--- config.mk ---
export PLATFORM = sky130hd
export DESIGN_NAME = axi2ahb_wdata_burst
export DESIGN_NICKNAME = d
export VERILOG_FILES = /design/src/rtl/axi2ahb_wdata_burst.sv
export SDC_FILE = /design/constraint.sdc
export NUM_CORES = 1
export LEC_CHECK = 0
export CAP_MARGIN = 20
export CORE_UTILIZATION = 35
export CTS_CLUSTER_DIAMETER = 200
export DETAILED_ROUTE_END_ITERATION = 10
export GPL_ROUTABILITY_DRIVEN = 0
export SYNTH_ARGS = -nofsm -noshare
export SYNTH_HDL_FRONTEND = slang
export SYNTH_SLANG_ARGS = --single-unit
--- constraint.sdc ---
create_clock -name ACLK -period 5.7 [get_ports ACLK]
set_clock_uncertainty 0.2 [all_clocks]
set_input_delay 1.14 -clock ACLK [delete_from_list [all_inputs] [get_ports ACLK]]
set_output_delay 1.14 -clock ACLK [all_outputs]
set_load 0.03 [all_outputs]
--- src/rtl/axi2ahb_wdata_burst.sv ---
// axi2ahb_wdata_burst
//   AXI-to-AHB bridge write data path, one burst at a time.
//   Accepts a write command from the bridge control FSM, buffers the W beats
//   of that burst, offers each beat for an AHB address phase, drives HWDATA
//   in the matching data phase, and queues one B response per burst.
//
// Ports
//   ACLK, ARESET                 clock, synchronous active-high reset
//   WDATA/WSTRB/WLAST/WVALID     AXI W channel in, WREADY out
//   BID/BRESP/BVALID, BREADY     AXI B channel out (from response FIFO)
//   HWDATA, HREADY, HRESP        AHB data phase
//   cmd_valid_i/cmd_ready_o      write command handshake (id, len, error)
//   beat_valid_o/beat_last_o     buffered beat offered to the control FSM
//   beat_ready_i                 control FSM issued the address phase
//
// state  | meaning
// IDLE   | waiting for a command; accepts only when the response FIFO has room
// BEATS  | moving W beats through the 1-entry buffer to AHB
// LASTDP | last beat issued; waiting for its data phase to finish
// DRAIN  | bad command; swallow W beats, then respond DECERR

module axi2ahb_wdata_burst #(
  parameter int AXI_ID_WIDTH   = 1,
  parameter int AXI_DATA_WIDTH = 32,
  parameter int RESP_DEPTH     = 4
) (
  input  logic                        ACLK,
  input  logic                        ARESET,
  input  logic [AXI_DATA_WIDTH-1:0]   WDATA,
  input  logic [AXI_DATA_WIDTH/8-1:0] WSTRB,
  input  logic                        WLAST,
  input  logic                        WVALID,
  output logic                        WREADY,
  output logic [AXI_ID_WIDTH-1:0]     BID,
  output logic [1:0]                  BRESP,
  output logic                        BVALID,
  input  logic                        BREADY,
  output logic [AXI_DATA_WIDTH-1:0]   HWDATA,
  input  logic                        HREADY,
  input  logic                        HRESP,
  input  logic                        cmd_valid_i,
  output logic                        cmd_ready_o,
  input  logic [AXI_ID_WIDTH-1:0]     cmd_id_i,
  input  logic [7:0]                  cmd_len_i,
  input  logic                        cmd_error_i,
  output logic                        beat_valid_o,
  output logic                        beat_last_o,
  input  logic                        beat_ready_i
);

  localparam int PW = $clog2(RESP_DEPTH);
  localparam int EW = AXI_ID_WIDTH + 2;
  localparam logic [PW:0]   FULL_CNT = (PW+1)'(RESP_DEPTH);
  localparam logic [PW-1:0] PTR_ONE  = {{(PW-1){1'b0}}, 1'b1};
  localparam logic [PW:0]   CNT_ONE  = {{PW{1'b0}}, 1'b1};

  localparam logic [1:0] RESP_OKAY   = 2'b00;
  localparam logic [1:0] RESP_SLVERR = 2'b10;
  localparam logic [1:0] RESP_DECERR = 2'b11;

  typedef enum logic [1:0] {S_IDLE, S_BEATS, S_LASTDP, S_DRAIN} state_t;
  state_t state_q, state_d;

  logic [AXI_ID_WIDTH-1:0]   id_q;
  logic [7:0]                len_q;
  logic [7:0]                cnt_q;
  logic                      all_acc_q;
  logic                      slverr_q;
  logic                      buf_full_q;
  logic                      buf_last_q;
  logic [AXI_DATA_WIDTH-1:0] buf_data_q;
  logic [AXI_DATA_WIDTH-1:0] hwdata_q;
  logic                      dp_active_q;

  logic [EW-1:0] fifo_mem_q [RESP_DEPTH];
  logic [PW-1:0] wr_ptr_q, rd_ptr_q;
  logic [PW:0]   fifo_cnt_q;
  logic          fifo_full;

  logic          push;
  logic [1:0]    push_resp;
  logic          pop;
  logic          w_acc;
  logic          handoff;
  logic          cmd_acc;
  logic          last_idx;
  logic          slverr_now;

  assign fifo_full  = (fifo_cnt_q == FULL_CNT);
  assign w_acc      = WVALID && WREADY;
  assign handoff    = beat_valid_o && beat_ready_i;
  assign cmd_acc    = cmd_valid_i && cmd_ready_o;
  assign last_idx   = (cnt_q == len_q);
  // HRESP in the completing cycle of the last data phase still counts.
  assign slverr_now = slverr_q || (dp_active_q && HRESP);

  always_ff @(posedge ACLK) begin
    if (ARESET) state_q <= S_IDLE;
    else        state_q <= state_d;
  end

  always_comb begin
    state_d      = state_q;
    WREADY       = 1'b0;
    cmd_ready_o  = 1'b0;
    beat_valid_o = 1'b0;
    beat_last_o  = 1'b0;
    push         = 1'b0;
    push_resp    = RESP_OKAY;
    case (state_q)
      S_IDLE: begin
        // Held low during reset so the reset-time outputs are all quiet.
        cmd_ready_o = !fifo_full && !ARESET;
        if (cmd_valid_i && cmd_ready_o)
          state_d = cmd_error_i ? S_DRAIN : S_BEATS;
      end
      S_BEATS: begin
        beat_valid_o = buf_full_q;
        beat_last_o  = buf_full_q && buf_last_q;
        // Stop taking W once the len+1'th beat is in, whatever WLAST said.
        WREADY = !all_acc_q && (!buf_full_q || beat_ready_i);
        if (buf_full_q && beat_ready_i && buf_last_q)
          state_d = S_LASTDP;
      end
      S_LASTDP: begin
        if (HREADY) begin
          push      = 1'b1;
          push_resp = slverr_now ? RESP_SLVERR : RESP_OKAY;
          state_d   = S_IDLE;
        end
      end
      S_DRAIN: begin
        WREADY = 1'b1;
        if (WVALID && last_idx) begin
          push      = 1'b1;
          push_resp = RESP_DECERR;
          state_d   = S_IDLE;
        end
      end
      default: state_d = S_IDLE;
    endcase
  end

  always_ff @(posedge ACLK) begin
    if (ARESET) begin
      id_q        <= '0;
      len_q       <= '0;
      cnt_q       <= '0;
      all_acc_q   <= 1'b0;
      slverr_q    <= 1'b0;
      buf_full_q  <= 1'b0;
      buf_last_q  <= 1'b0;
      buf_data_q  <= '0;
      hwdata_q    <= '0;
      dp_active_q <= 1'b0;
    end else begin
      if (cmd_acc) begin
        id_q      <= cmd_id_i;
        len_q     <= cmd_len_i;
        cnt_q     <= '0;
        all_acc_q <= 1'b0;
        slverr_q  <= 1'b0;
      end else begin
        if (w_acc) begin
          cnt_q <= cnt_q + 8'd1;
          if (last_idx) all_acc_q <= 1'b1;
          if ((WSTRB != '1) || (WLAST != last_idx)) slverr_q <= 1'b1;
        end
        if (dp_active_q && HRESP) slverr_q <= 1'b1;
      end

      if (w_acc && (state_q == S_BEATS)) begin
        buf_full_q <= 1'b1;
        buf_data_q <= WDATA;
        buf_last_q <= last_idx;
      end else if (handoff) begin
        buf_full_q <= 1'b0;
      end

      // beat_ready_i implies HREADY, so the previous data phase ends on a hand-off.
      if (handoff) begin
        hwdata_q    <= buf_data_q;
        dp_active_q <= 1'b1;
      end else if (HREADY) begin
        dp_active_q <= 1'b0;
      end
    end
  end

  assign HWDATA = hwdata_q;

  assign BVALID = (fifo_cnt_q != '0);
  assign pop    = BVALID && BREADY;
  assign BID    = fifo_mem_q[rd_ptr_q][EW-1:2];
  assign BRESP  = fifo_mem_q[rd_ptr_q][1:0];

  always_ff @(posedge ACLK) begin
    if (push) fifo_mem_q[wr_ptr_q] <= {id_q, push_resp};
  end

  always_ff @(posedge ACLK) begin
    if (ARESET) begin
      wr_ptr_q   <= '0;
      rd_ptr_q   <= '0;
      fifo_cnt_q <= '0;
    end else begin
      if (push) wr_ptr_q <= wr_ptr_q + PTR_ONE;
      if (pop)  rd_ptr_q <= rd_ptr_q + PTR_ONE;
      case ({push, pop})
        2'b10:   fifo_cnt_q <= fifo_cnt_q + CNT_ONE;
        2'b01:   fifo_cnt_q <= fifo_cnt_q - CNT_ONE;
        default: fifo_cnt_q <= fifo_cnt_q;
      endcase
    end
  end

endmodule
==> run_summary.xml, run 1 <==
<?xml version="1.0" encoding="UTF-8"?>
<metrics>
  <group name="outcome">
    <metric name="run_status" unit="">complete, no violations</metric>
  </group>
  <group name="detailed_routing">
    <metric name="totalWireLength" unit="mm">9.772</metric>
    <metric name="drtAntennaViolNets" unit="">0</metric>
    <metric name="post-route-drc-count" unit="">0</metric>
    <metric name="post_drt_via_cell_ratio" unit="">4.675</metric>
    <metric name="drt_first_iter_violations" unit="">148</metric>
    <metric name="routed-via-count" unit="">3399</metric>
    <metric name="avgRoutedWirePerCell" unit="um">13.44</metric>
    <metric name="drtPass1Iterations" unit="">6</metric>
  </group>
  <group name="power">
    <metric name="power.density" unit="nW/um^2">294.0</metric>
    <metric name="seqPwrFrac" unit="">0.494</metric>
    <metric name="max-vdd-ir-drop" unit="V">0.0001305</metric>
    <metric name="power.share.clock" unit="">0.374</metric>
    <metric name="static-leakage-power" unit="nW">2.006</metric>
    <metric name="comb_power_frac" unit="">0.132</metric>
    <metric name="p_sw" unit="uW">419.2</metric>
    <metric name="intPower" unit="mW">1.251</metric>
    <metric name="sw_frac_of_total" unit="">0.2511</metric>
  </group>
  <group name="yosys">
    <metric name="synth.yosys.seq_area_share" unit="">0.5269</metric>
    <metric name="synth.area.top_cells" unit="">sky130_fd_sc_hd__dfxtp_1 44%, sky130_fd_sc_hd__nand2_1 11%, sky130_fd_sc_hd__edfxtp_1 8.2%</metric>
    <metric name="synth_enable_flop_cells" unit="">12</metric>
    <metric name="mapped_cells" unit="">475</metric>
    <metric name="synth_top_cell_area_share" unit="">0.4444</metric>
    <metric name="synthesis.yosys.warnings" unit="">0</metric>
    <metric name="yosys_most_used_dff" unit="">sky130_fd_sc_hd__dfxtp_1</metric>
    <metric name="synthesis.nets" unit="">537</metric>
    <metric name="yosys_register_bits" unit="">109</metric>
    <metric name="post_synth.cell_area_avg" unit="um^2">9.198</metric>
    <metric name="largest_area_contributor_in_the_netlist" unit="">sky130_fd_sc_hd__dfxtp_1</metric>
    <metric name="mappedNetlistArea" unit="um^2">4369</metric>
    <metric name="post_synthesis_async_set_or_reset_flop_share" unit="">0</metric>
    <metric name="post_synth_num_cell_types" unit="">47</metric>
  </group>
  <group name="clocking">
    <metric name="cts_htree_levels" unit="">3</metric>
    <metric name="cts_max_path_buffers" unit="">2</metric>
    <metric name="clkSinkCount" unit="">109</metric>
    <metric name="worstSkewPairLatency" unit="ns">0.34</metric>
    <metric name="cts_hold_buf" unit="">0</metric>
    <metric name="postCtsSetupBuffers" unit="">0</metric>
    <metric name="clock_tree.root_cell" unit="">sky130_fd_sc_hd__clkbuf_16</metric>
    <metric name="numCtsBuffers" unit="">9</metric>
    <metric name="cts.reportedPaths.clkPinSlew" unit="ns">0.07</metric>
    <metric name="post_cts.resized_instances" unit="">0</metric>
    <metric name="cts_tree" unit="">built</metric>
  </group>
  <group name="floorplanning">
    <metric name="placement_rows" unit="">40</metric>
    <metric name="vertical_die_dimension" unit="um">113.7</metric>
    <metric name="core_area" unit="um^2">12110</metric>
    <metric name="floorplan.initialDensity" unit="">0.3607</metric>
    <metric name="fp.dieArea" unit="um^2">12930</metric>
    <metric name="ios" unit="">95</metric>
    <metric name="die_span_in_x" unit="um">113.7</metric>
  </group>
  <group name="finish">
    <metric name="drive_gt1_frac" unit="">0.06440</metric>
    <metric name="fillerInstances" unit="">1199</metric>
    <metric name="finalCoreUtilization" unit="">0.4690</metric>
    <metric name="instances_no_fill" unit="">727</metric>
    <metric name="nets" unit="">617</metric>
    <metric name="diode_insertion_count_for_antenna_repair" unit="">0</metric>
    <metric name="area.growth.synth_to_final" unit="%">30.01</metric>
  </group>
  <group name="worst_setup_path">
    <metric name="crit_path_start_kind" unit="">input port</metric>
    <metric name="path_class" unit="">in -&gt; out</metric>
    <metric name="worstReg2RegStart" unit="">state_q[0]</metric>
    <metric name="setup.worst_path.start" unit="">beat_ready_i</metric>
    <metric name="worst_setup_end_kind" unit="">output pin</metric>
    <metric name="worst-r2r-setup-slack" unit="ns">2.82</metric>
    <metric name="critPathRequiredTime" unit="ns">4.36</metric>
    <metric name="cp-endpoint" unit="">WREADY</metric>
    <metric name="crit_arrival" unit="ns">2.85</metric>
    <metric name="worstReg2RegEnd" unit="">fifo_cnt_q[2]</metric>
    <metric name="r2r.worst_path.cells" unit="">8</metric>
    <metric name="critPathMaxFanout" unit="">10</metric>
  </group>
  <group name="global_routing">
    <metric name="globalRouteTotalUtil" unit="">0.1614</metric>
    <metric name="grt_antenna_before_repair" unit="">0</metric>
    <metric name="global_route_wire_length_before_repair" unit="mm">16.38</metric>
    <metric name="grt_pass1_vias" unit="">3476</metric>
    <metric name="pin_count_of_the_biggest_net_entering_global_routing" unit="">68</metric>
    <metric name="overflow_left_after_global_routing" unit="">0</metric>
  </group>
  <group name="sta">
    <metric name="fin_crit_sh" unit="">0.7349</metric>
    <metric name="worst_slew_pin_slew" unit="ns">0.6897</metric>
    <metric name="setup_viol_count_final" unit="">0</metric>
    <metric name="timing.setup.tns" unit="ns">0</metric>
    <metric name="timing_max_transition_violations_final" unit="">0</metric>
    <metric name="rsz0062_at_grt" unit="">no</metric>
    <metric name="relSlewSlack" unit="">0.5402</metric>
    <metric name="hold_viol_final" unit="">0</metric>
    <metric name="max_freq" unit="GHz">0.2387</metric>
    <metric name="period_minus_ws_final" unit="ns">4.189</metric>
  </group>
  <group name="placed_design">
    <metric name="numPlacedInstances" unit="">712</metric>
    <metric name="port_buffers" unit="">94</metric>
    <metric name="detailed_place_hpwl" unit="mm">6.572</metric>
  </group>
  <group name="min_path">
    <metric name="min_path_type" unit="">reg -&gt; reg</metric>
  </group>
  <group name="job">
    <metric name="timing.max_cap.violations" unit="">0</metric>
  </group>
</metrics>
## sequential cells by signal, indices dropped and copies added, names as in the netlist, named ones only
register and cells:
wr_ptr_q 2, all_acc_q 1, HWDATA 32, dp_active_q 1, id_q 1, fifo_cnt_q 3, buf_data_q 32, cnt_q 8
state_q 2, slverr_q 1, fifo_mem_q 12, rd_ptr_q 2, buf_last_q 1, len_q 8, buf_full_q 1
## routing by layer
layer / part of all wire / track usage / wire, um / vias to the layer above
met5: 0 / 0 / 0 / -
met4: 0.016 / 0.07982 / 158 / 0
met3: 0.038 / 0.02922 / 376 / 12
met2: 0.48 / 0.2764 / 4720 / 62
met1: 0.46 / 0.1950 / 4516 / 1583
li1: - / - / - / 1742
## critical path: stages
cell                              delay [ns]
sky130_fd_sc_hd__clkdlybuf4s50_1        0.52
sky130_fd_sc_hd__nor2b_1                0.09
sky130_fd_sc_hd__o21bai_4               0.23
sky130_fd_sc_hd__and2_1                 0.19
sky130_fd_sc_hd__clkdlybuf4s50_1        0.68
## worst min-delay path by stage
stage / endpoint / depth (start not counted) / start / slack [ns]
finish: HWDATA[4] / 2 / buf_data_q[4] / 0.25
global route: buf_data_q[0] / 2 / buf_data_q[0] / 0.27
CTS: HWDATA[4] / 2 / buf_data_q[4] / 0.25
detailed placement: HWDATA[2] / 2 / buf_data_q[2] / 0.25
global placement: HWDATA[3] / 2 / buf_data_q[3] / 0.24
floorplan: HWDATA[0] / 2 / buf_data_q[0] / 0.23
## Yosys cell counts (all sizes together) (2+ instances only)
cell      n
and2      6
nor3      2
a21o      2
mux2i    12
nand4     6
inv       5
or3       3
nor3b     2
nand3     7
nor2b     6
a21oi    70
xor2     18
buf      16
xnor2     2
clkbuf   14
nand2   133
edfxtp   12
nor2     29
mux4      3
and4      3
and3      5
ha        6
dfxtp    97
nor4      3
o21ai     2
## kinds of logic after synthesis
kind of cell,share of synthesized area
flip-flops,0.5269
adder cells (fa/ha/maj),0.02176
buffers and inverters,0.04295
multiplexers,0.04296
AND/OR/NAND/NOR,0.2205
XOR/XNOR,0.04009
AO/OA/AOI/OAI,0.1048
## area by class of cell
class,instances,area (um^2),area share
Inverter,5,18.77,0.003304
Clock buffer,9,225.2,0.03965
Sequential cell,109,2302,0.4053
Tap cell,168,210.2,0.03700
Multi-Input combinational cell,331,1879,0.3308
Timing Repair Buffer,99,973.4,0.1714
Clock inverter,6,71.32,0.01256
## power groups by stage
stage	logic, mW	registers, mW	clock network [mW]
after global routing	0.243	0.829	0.675
final	0.221	0.824	0.625
after CTS	0.224	0.825	0.645
after global placement	0.219	0.841	0
after floorplan	0.153	0.830	0
after detailed placement	0.222	0.842	0
## cells in the final DEF, fill, tap and decap left out, drive strengths merged, types with 2 or more instances in the layout
master         instances
nand2                133
dfxtp                 97
clkdlybuf4s50         93
a21oi                 70
nor2                  29
xor2                  18
mux2i                 12
edfxtp                12
clkbuf                 9
inv                    8
nand3                  7
nor2b                  6
nand4                  6
ha                     6
and2                   6
buf                    6
and3                   5
or3                    3
mux4                   3
nor4                   3
and4                   3
a21o                   2
xnor2                  2
o21ai                  2
clkinvlp               2
nor3b                  2
nor3                   2
## metrics by stage
| stage | power (mW) | setup slack, ns | cell area [um^2] | hold WS, ns |
|---|---|---|---|---|
| global placement | 1.059 | 1.559 | 5384 | 0.2358 |
| CTS | 1.694 | 1.517 | 5680 | 0.2493 |
| floorplan | 0.9826 | 1.917 | 4369 | 0.2322 |
| finish | 1.670 | 1.511 | 5680 | 0.2496 |
| detailed placement | 1.064 | 1.519 | 5384 | 0.2451 |
| global route | 1.747 | 1.459 | 5680 | 0.2673 |
Note: power is estimated with default switching activity, not from simulation.
==> run 2: changes to the inputs <==
Clock period 5.7 ns to 3.56 ns, I/O delays scaled along.
==> run 2 against run 1 <==
Effect of this change: global-route usage hardly changed; highest routed layer unchanged; power rose by 54%; final cell count up 0.69%; non-clock buffer count rose by 4; final area down 0.13%; worst setup slack got worse by 1.2 ns; flip-flop and latch count is the same; largest power group unchanged.
==> run_summary.xml, run 2 (synthesis gave the netlist of run 1 again) <==
<?xml version="1.0" encoding="UTF-8"?>
<metrics>
  <group name="finish">
    <metric name="area.growth.synth_to_final" unit="%">29.84</metric>
    <metric name="diode_insertion_count_for_antenna_repair" unit="">0</metric>
    <metric name="drive_gt1_frac" unit="">0.06915</metric>
    <metric name="final_common_cell" unit="">sky130_fd_sc_hd__nand2_1</metric>
    <metric name="fillerInstances" unit="">1201</metric>
    <metric name="nets" unit="">621</metric>
    <metric name="commonest_non_fill_non_tap_cells_in_the_layout" unit="">133 x sky130_fd_sc_hd__nand2_1, 97 x sky130_fd_sc_hd__dfxtp_1, 93 x sky130_fd_sc_hd__clkdlybuf4s50_1</metric>
  </group>
  <group name="sta">
    <metric name="worst_slew_pin_slew" unit="ns">0.9041</metric>
    <metric name="timing_max_transition_violations_final" unit="">0</metric>
    <metric name="timing.setup.tns" unit="ns">0</metric>
    <metric name="period_minus_ws_final" unit="ns">3.199</metric>
    <metric name="max_freq" unit="GHz">0.3126</metric>
    <metric name="rsz0062_at_grt" unit="">no</metric>
    <metric name="relSlewSlack" unit="">0.3973</metric>
    <metric name="hold_viol_final" unit="">0</metric>
    <metric name="setup_ws" unit="ns">0.3607</metric>
    <metric name="setup_viol_count_final" unit="">0</metric>
    <metric name="fin_crit_sh" unit="">0.8987</metric>
  </group>
  <group name="clocking">
    <metric name="post_cts.resized_instances" unit="">0</metric>
    <metric name="worstSkewPairLatency" unit="ns">0.34</metric>
    <metric name="cts_tree" unit="">built</metric>
    <metric name="cts.reportedPaths.clkPinSlew" unit="ns">0.07</metric>
    <metric name="cts_max_path_buffers" unit="">2</metric>
    <metric name="numCtsBuffers" unit="">9</metric>
    <metric name="postCtsSetupBuffers" unit="">0</metric>
    <metric name="cts_hold_buf" unit="">0</metric>
    <metric name="cts_htree_levels" unit="">3</metric>
    <metric name="clock_tree.root_cell" unit="">sky130_fd_sc_hd__clkbuf_16</metric>
    <metric name="clkSinkCount" unit="">109</metric>
  </group>
  <group name="worst_setup_path">
    <metric name="worstReg2RegEnd" unit="">fifo_cnt_q[2]</metric>
    <metric name="worst-r2r-setup-slack" unit="ns">0.89</metric>
    <metric name="crit_path_start_kind" unit="">input port</metric>
    <metric name="worstReg2RegStart" unit="">state_q[0]</metric>
    <metric name="r2r.worst_path.cells" unit="">8</metric>
    <metric name="crit_arrival" unit="ns">2.29</metric>
    <metric name="critPathRequiredTime" unit="ns">2.65</metric>
    <metric name="critPathMaxFanout" unit="">4</metric>
    <metric name="path_class" unit="">in -&gt; out</metric>
    <metric name="worst_setup_end_kind" unit="">output pin</metric>
  </group>
  <group name="placed_design">
    <metric name="post-place-ws" unit="ns">0.2719</metric>
    <metric name="port_buffers" unit="">94</metric>
    <metric name="detailed_place_hpwl" unit="mm">6.436</metric>
  </group>
  <group name="detailed_routing">
    <metric name="routed-via-count" unit="">3386</metric>
    <metric name="drtPass1Iterations" unit="">4</metric>
    <metric name="drtAntennaViolNets" unit="">0</metric>
    <metric name="totalWireLength" unit="mm">9.651</metric>
    <metric name="drt_first_iter_violations" unit="">194</metric>
    <metric name="post_drt_via_cell_ratio" unit="">4.626</metric>
    <metric name="post-route-drc-count" unit="">0</metric>
    <metric name="avgRoutedWirePerCell" unit="um">13.18</metric>
  </group>
  <group name="min_path">
    <metric name="hold_path_cells" unit="">2</metric>
    <metric name="hold_end" unit="">HWDATA[20]</metric>
    <metric name="min_path_type" unit="">reg -&gt; reg</metric>
    <metric name="min_from" unit="">buf_data_q[20]</metric>
  </group>
  <group name="global_routing">
    <metric name="grt_pass1_vias" unit="">3473</metric>
    <metric name="overflow_left_after_global_routing" unit="">0</metric>
    <metric name="grt_antenna_before_repair" unit="">0</metric>
    <metric name="global_route_wire_length_before_repair" unit="mm">16.39</metric>
    <metric name="pin_count_of_the_biggest_net_entering_global_routing" unit="">88</metric>
    <metric name="globalRouteTotalUtil" unit="">0.1616</metric>
  </group>
  <group name="power">
    <metric name="power.density" unit="nW/um^2">453.1</metric>
    <metric name="static-leakage-power" unit="nW">2.019</metric>
    <metric name="max-vdd-ir-drop" unit="V">0.0002229</metric>
  </group>
  <group name="floorplanning">
    <metric name="core_area" unit="um^2">12110</metric>
    <metric name="vertical_die_dimension" unit="um">113.7</metric>
    <metric name="ios" unit="">95</metric>
    <metric name="die_span_in_x" unit="um">113.7</metric>
    <metric name="fp.dieArea" unit="um^2">12930</metric>
    <metric name="placement_rows" unit="">40</metric>
    <metric name="floorplan.initialDensity" unit="">0.3607</metric>
  </group>
  <group name="outcome">
    <metric name="run_status" unit="">complete, no violations</metric>
  </group>
  <group name="job">
    <metric name="timing.max_cap.violations" unit="">0</metric>
  </group>
</metrics>
[run 2: changes by cell type in the layout (fill, tap and decap cells not counted), sizes merged]
cell | before | now
inv | 8 | 6
clkinvlp | 2 | 0
clkbuf | 9 | 11
buf | 6 | 10
bufinv | 1 | 0
clkinv | 0 | 4
[run 2: per-stage QoR]
stage	std cells	utilization	instance area (um^2)	hold WS [ns]	power (mW)
2_1_floorplan	475	-	4369	0.2322	1.573
3_3_place_gp	716	0.4470	5414	0.2356	1.703
3_5_place_dp	716	0.4470	5414	0.2434	1.708
4_1_cts	732	0.4684	5673	0.2547	2.608
5_1_grt	732	0.4684	5673	0.2744	2.698
6_report	732	0.4684	5673	0.2493	2.570
[run 2: layer usage]
layer | vias up | wire length [um] | track usage
met5 | - | 0 | 0
met4 | 0 | 104 | 0.04649
met1 | 1574 | 4452 | 0.1953
met3 | 8 | 436 | 0.04623
li1 | 1741 | - | -
met2 | 63 | 4657 | 0.2793
[run 2: final cells by class]
type,instances,area [um^2],share of cell area
repair buffers,103,1003,0.1769
well taps,168,210.2,0.03705
multi-input cells,331,1879,0.3313
inverters,5,18.77,0.003308
flip-flops and latches,109,2302,0.4058
clock buffers,11,232.7,0.04102
clock inverters,5,26.28,0.004632
[run 2: critical path: stages]
cell                              delay (ns)
sky130_fd_sc_hd__clkdlybuf4s50_1        0.53
sky130_fd_sc_hd__nor2b_1                0.09
sky130_fd_sc_hd__o21bai_4               0.11
sky130_fd_sc_hd__and2_1                 0.16
sky130_fd_sc_hd__clkdlybuf4s50_1        0.68
[run 2: worst max path at each step]
stage / slack, ns / from / endpoint
2_1_floorplan: 0.63 / ARESET / cmd_ready_o
4_1_cts: 0.37 / beat_ready_i / WREADY
5_1_grt: 0.29 / beat_ready_i / WREADY
3_5_place_dp: 0.27 / WVALID / fifo_cnt_q[2]
6_report: 0.36 / beat_ready_i / WREADY
3_3_place_gp: 0.37 / WVALID / fifo_cnt_q[2]
[run 2: where the power goes]
| part | leakage, nW | switching (mW) | internal, mW |
|---|---|---|---|
| clock network | 0.133 | 0.422 | 0.471 |
| logic | 0.986 | 0.180 | 0.180 |
| registers | 0.900 | 0.0411 | 1.28 |
| total | 2.02 | 0.643 | 1.93 |
==> RTL change 1 (flow settings as in run 2) <==
The 4 states of `state_t` get a one-hot encoding in 4 bits.
--- a/src/rtl/axi2ahb_wdata_burst.sv
+++ b/src/rtl/axi2ahb_wdata_burst.sv
@@ -60,3 +60,3 @@
 
-  typedef enum logic [1:0] {S_IDLE, S_BEATS, S_LASTDP, S_DRAIN} state_t;
+  typedef enum logic [3:0] {S_IDLE = 4'b0001, S_BEATS = 4'b0010, S_LASTDP = 4'b0100, S_DRAIN = 4'b1000} state_t;
   state_t state_q, state_d;
Function: same outputs for any inputs over 4 cycles, from zero or initial values and one cycle with ARESET high; so few cycles prove little.
==> RTL change 1 against run 2 <==
Worst setup slack got worse by 0.19 ns; power rose by 7.5%; sequential cell count up 2; final area rose by 6.4%; worst hold slack lost 0.0041 ns; critical path depth did not move; area after synthesis rose by 7.4%; highest routed layer unchanged; wire length is 19% higher.
==> RTL change 1: results (changes against run 2) <==
Final cell count without fillers: 776 (+6.0%)
Worst-path clk slew: 0.08 ns
Rel. slew slack: 33.46% (-6.3 points)
LEAKAGE: 0.001966 uW (-2.6%)
Clk buf depth: 2 (unchanged)
PortBufs: 94 (unchanged)
Hold EP: HWDATA[0]
Outcome: complete, no violations
Post-synthesis xor/xnor area fraction: 2.240% (-1.8 points)
Initial antenna violation count: 0 (unchanged)
Net Count, Synth: 582 (+8.4%)
Layout cell share with drive strength beyond 1: 6.126% (-0.79 points)
Maximum vdd drop: 230.6 uV (+3.5%)
Clock Latency Late Sink: 0.35 ns
Via density per instance: 5.077 (+9.8%)
Top post-synthesis cells by area: dfxtp_1, a21oi_1, edfxtp_1
Hold_sp: buf_data_q[0]
Global-route wire length before repair: 18,760 um (+14%)
TritonRoute pass-1 iters: 4 (unchanged)
Post-Synth Adder-Cell Area: 2.027% (-0.15 points)
ANT cells: 0 (unchanged)
Crit-path max FO: 5 (+1)
Reg2reg setup slack: 0.56 ns (-0.33 ns)
Largest net degree at the start of global routing: 92 (+4.5%)
Multiplexer share of the synthesized area: 4.427% (+0.13 points)
FILL cells: 1,238 (+3.1%)
Sequential-to-total area share from yosys stat: 49.92% (-2.8 points)
CTS Hold Bufs: 0 (unchanged)
Asr flop ratio synth: 0% (unchanged)
Reg2reg path depth: 10 (+2)
Htree depth: 3 (unchanged)
Final WL: 11,480 um (+19%)
Worst r2r src: state_q[3]
Initial DRC Count: 197 (+1.5%)
Total congestion overflow: 0 (unchanged)
HPWL Detailed: 7906 um (+23%)
Worst Path Arrival: 2.47 ns (+0.18 ns)
CTS resizes: 0 (unchanged)
Hold Path Cell Cnt: 2 (unchanged)
Synthesis Warnings: 0 (unchanged)
# placed instances: 761 (+6.3%)
Post-synth top cells: dfxtp_1, nand2_1, a21oi_1
CTS buffer count: 9 (unchanged)
Hold Path Class: reg2reg
Total track usage: 16.89% (+0.73 points)
Vias in the first global route: 3,877 (+12%)
Root buffer cell: clkbuf_16
Synth Area in Compound Gates: 15.87% (+5.4 points)
Synth Instances: 520 (+9.5%)
Synth cell types: 50 (+6.4%)
Final nets: 662 (+6.6%)
Setup bufs post-CTS: 0 (unchanged)
Worst reg2reg path endpoint: fifo_cnt_q[2]
==> RTL change 1: cell types whose count changed in the layout (fill, tap and decap cells not counted), sizes merged, moves of 7 or more <==
cell	delta
nand2	-53
o21ai	+37
nand3	+35
xor2	-15
nand2b	+9
nor2	-8
inv	+7
xnor2	+7
==> RTL change 1: logic make-up (layout without fill, tap and decap cells) <==
| group | Yosys count | in the layout |
|---|---|---|
| AOI/OAI and AO/OA | 134 | 134 |
| xor gates and xnor gates | 12 | 12 |
| adders and majority gates | 7 | 7 |
| buffers and inverters | 46 | 130 |
| DFF | 111 | 111 |
| muxes | 17 | 17 |
| and+or+nand+nor | 193 | 193 |
==> RTL change 1: worst max-delay path by stage <==
stage	from	end	slack, ns	depth (start not counted)
after floorplan	WVALID	fifo_cnt_q[2]	0.90	10
after global placement	beat_ready_i	WREADY	0.20	5
after detailed placement	beat_ready_i	WREADY	0.18	5
after CTS	beat_ready_i	WREADY	0.18	5
after global routing	beat_ready_i	WREADY	0.10	5
final	beat_ready_i	WREADY	0.17	5
==> RTL change 1: critical path: stages <==
cell and delay, ns:
clkdlybuf4s50_1 0.54, nand2b_1 0.22, a31oi_4 0.11, inv_1 0.19
clkdlybuf4s50_1 0.70
==> RTL change 1: cell type report <==
class | instances | share of cell area, %
Timing Repair Buffer | 104 | 16.95
Clock buffer | 10 | 3.792
Sequential cell | 111 | 38.79
Inverter | 11 | 0.6838
Multi-Input combinational cell | 363 | 35.52
Clock inverter | 5 | 0.7045
Tap cell | 172 | 3.564
==> RTL change 1: metrics by stage <==
stage	setup WS (ns)	hold slack (ns)	utilization, %	instance area, um^2
after detailed placement	0.1833	0.2389	44.97	5767
final	0.1735	0.2451	47.08	6038
after CTS	0.1756	0.2480	47.08	6038
after floorplan	0.9020	0.2284	-	4692
after global placement	0.2014	0.2320	44.97	5767
after global routing	0.1010	0.2680	47.08	6038
==> RTL change 1: report_power, final <==
part,switching (uW),internal (uW)
registers,54.3,1310
logic,262,204
clock network,454,480
total,770,1990
==> RTL change 1: layer usage <==
metal / GRT usage (%) / routed length [um]
met4: 8.173 / 221
met2: 27.98 / 5555
met3: 2.713 / 386
met1: 21.32 / 5312
met5: 0 / 0
==> RTL change 2 (config.mk and constraints of run 2) <==
Made on the original files. Change the parameter `AXI_DATA_WIDTH` from 32 to 16.
--- a/src/rtl/axi2ahb_wdata_burst.sv
+++ b/src/rtl/axi2ahb_wdata_burst.sv
@@ -23,3 +23,3 @@
   parameter int AXI_ID_WIDTH   = 1,
-  parameter int AXI_DATA_WIDTH = 32,
+  parameter int AXI_DATA_WIDTH = 16,
   parameter int RESP_DEPTH     = 4
Interface: changed (resized HWDATA, WDATA and WSTRB); port bits go from 95 to 61. The function was not compared with the original's and may differ.
==> RTL change 2 against run 2 <==
The flow now finishes with violations (DRC); clock power is 25% lower; final area is 28% lower; worst setup slack better by 0.0078 ns; area after synthesis is 26% lower; wire length is 32% lower; sequential cell count is 32 lower; first-iteration DRC count is 49% lower; power is 30% lower; largest power group unchanged.
==> RTL change 2: results (changes against run 2) <==
CTS resizes: 0 (unchanged)
Total track usage: 14.64% (-1.5 points)
Top post-synthesis cells by area: dfxtp_1, edfxtp_1, mux2i_1
Sink Count: 77 (-29%)
Vias: 2,293 (-32%)
Synth Flop Type: dfxtp_1
TritonRoute pass-1 iters: 7 (+3)
Non-clock inverters: 7 (+2)
Clock Latency Late Sink: 0.35 ns
Global-route wire length before repair: 10,970 um (-33%)
Final nets: 421 (-32%)
Initial DRC Count: 98 (-49%)
NonClk Buf Share: 15.30% (-2.4 points)
M3 GR Usage: 4.080% (-0.54 points)
Synth cell types: 44 (-6.4%)
Outcome: complete, but fails checks
Synth Instances: 319 (-33%)
Sequential-to-total area share from yosys stat: 51.61% (-1.1 points)
Violated checks: DRC
Clk tree area frac: 4.897% (+0.33 points)
Wl on met1: 3320 um (-25%)
Met3 routed WL: 337 um (-23%)
FILL cells: 818 (-32%)
Layout cell share with drive strength beyond 1: 8.377% (+1.5 points)
Detailed-route DRC error count: 3 (+3)
Asr flop ratio synth: 0% (unchanged)
WL/cell: 13.45 um (+2.0%)
# placed instances: 474 (-34%)
M1 GR Usage: 19.33% (-0.20 points)
Final WL: 6590 um (-32%)
Worst-Margin Slew: 0.7617 ns (-0.1424 ns)
Seq. cell area: 1662 um^2 (-28%)
Multi-In Gates: 218 (-34%)
Net Count, Synth: 363 (-32%)
Non-CTS buffers: 64 (-38%)
Maximum vdd drop: 175.1 uV (-21%)
HPWL Detailed: 4517 um (-30%)
Clock buffer cells: 10 (-1)
Metal2 WL: 2853 um (-39%)
Worst-path clk slew: 0.09 ns (+0.02 ns)
PortBufs: 60 (-36%)
Multi-input gate share of total cell area: 35.20% (+2.1 points)
Root buffer cell: clkbuf_8
Met2 Track Usage GR: 22.54% (-5.4 points)
LEAKAGE: 0.001485 uW (-26%)
Post-synth top cells: dfxtp_1, nor2_1, nand2_1
Largest net degree at the start of global routing: 56 (-36%)
[RTL change 2: worst paths after layout]
| kind | endpoint | start | slack (ns) | depth (start not counted) |
|---|---|---|---|---|
| setup reg to reg | fifo_cnt_q[2] | state_q[0] | 0.89 | 8 |
| hold reg to reg | HWDATA[14] | buf_data_q[14] | 0.26 | 2 |
| setup / recovery | WREADY | beat_ready_i | 0.37 | 5 |
| hold / removal | HWDATA[14] | buf_data_q[14] | 0.26 | 2 |
[RTL change 2: worst reg2reg max path, delay by kind of cell, from the launching register on]
kind,cells,cell delay [ns]
simple gates,2,0.57
buf+inv,1,0.06
flops,1,0.54
fa+ha+maj,2,0.61
xor+xnor,1,0.16
compound gates,2,0.46
[RTL change 2: per-stage QoR]
| step | hold WS, ns | worst slack (ns) | utilization, % | area, um^2 |
|---|---|---|---|---|
| 2_1_floorplan | 0.2312 | 0.8723 | - | 3219 |
| 3_3_place_gp | 0.2363 | 0.2822 | 44.15 | 3887 |
| 3_5_place_dp | 0.2494 | 0.2179 | 44.15 | 3887 |
| 4_1_cts | 0.2619 | 0.3543 | 46.42 | 4088 |
| 5_1_grt | 0.2692 | 0.3025 | 46.42 | 4088 |
| 6_report | 0.2572 | 0.3685 | 46.42 | 4088 |
[RTL change 2: report_power, final]
part | switching [uW] | leakage [uW] | internal, uW | total, uW
sequential | 20.8 | 0.000635 | 902 | 923
clock | 362 | 0.000101 | 307 | 669
combinational | 109 | 0.000749 | 107 | 216
[RTL change 2: kinds of logic after synthesis]
| group | share of synthesized area, % |
|---|---|
| buffers and inverters | 3.886 |
| multiplexers | 10.96 |
| AO/OA/AOI/OAI | 6.296 |
| flip-flops | 51.61 |
| adder cells (fa/ha/maj) | 2.954 |
| AND/OR/NAND/NOR | 18.85 |
| XOR/XNOR | 5.441 |
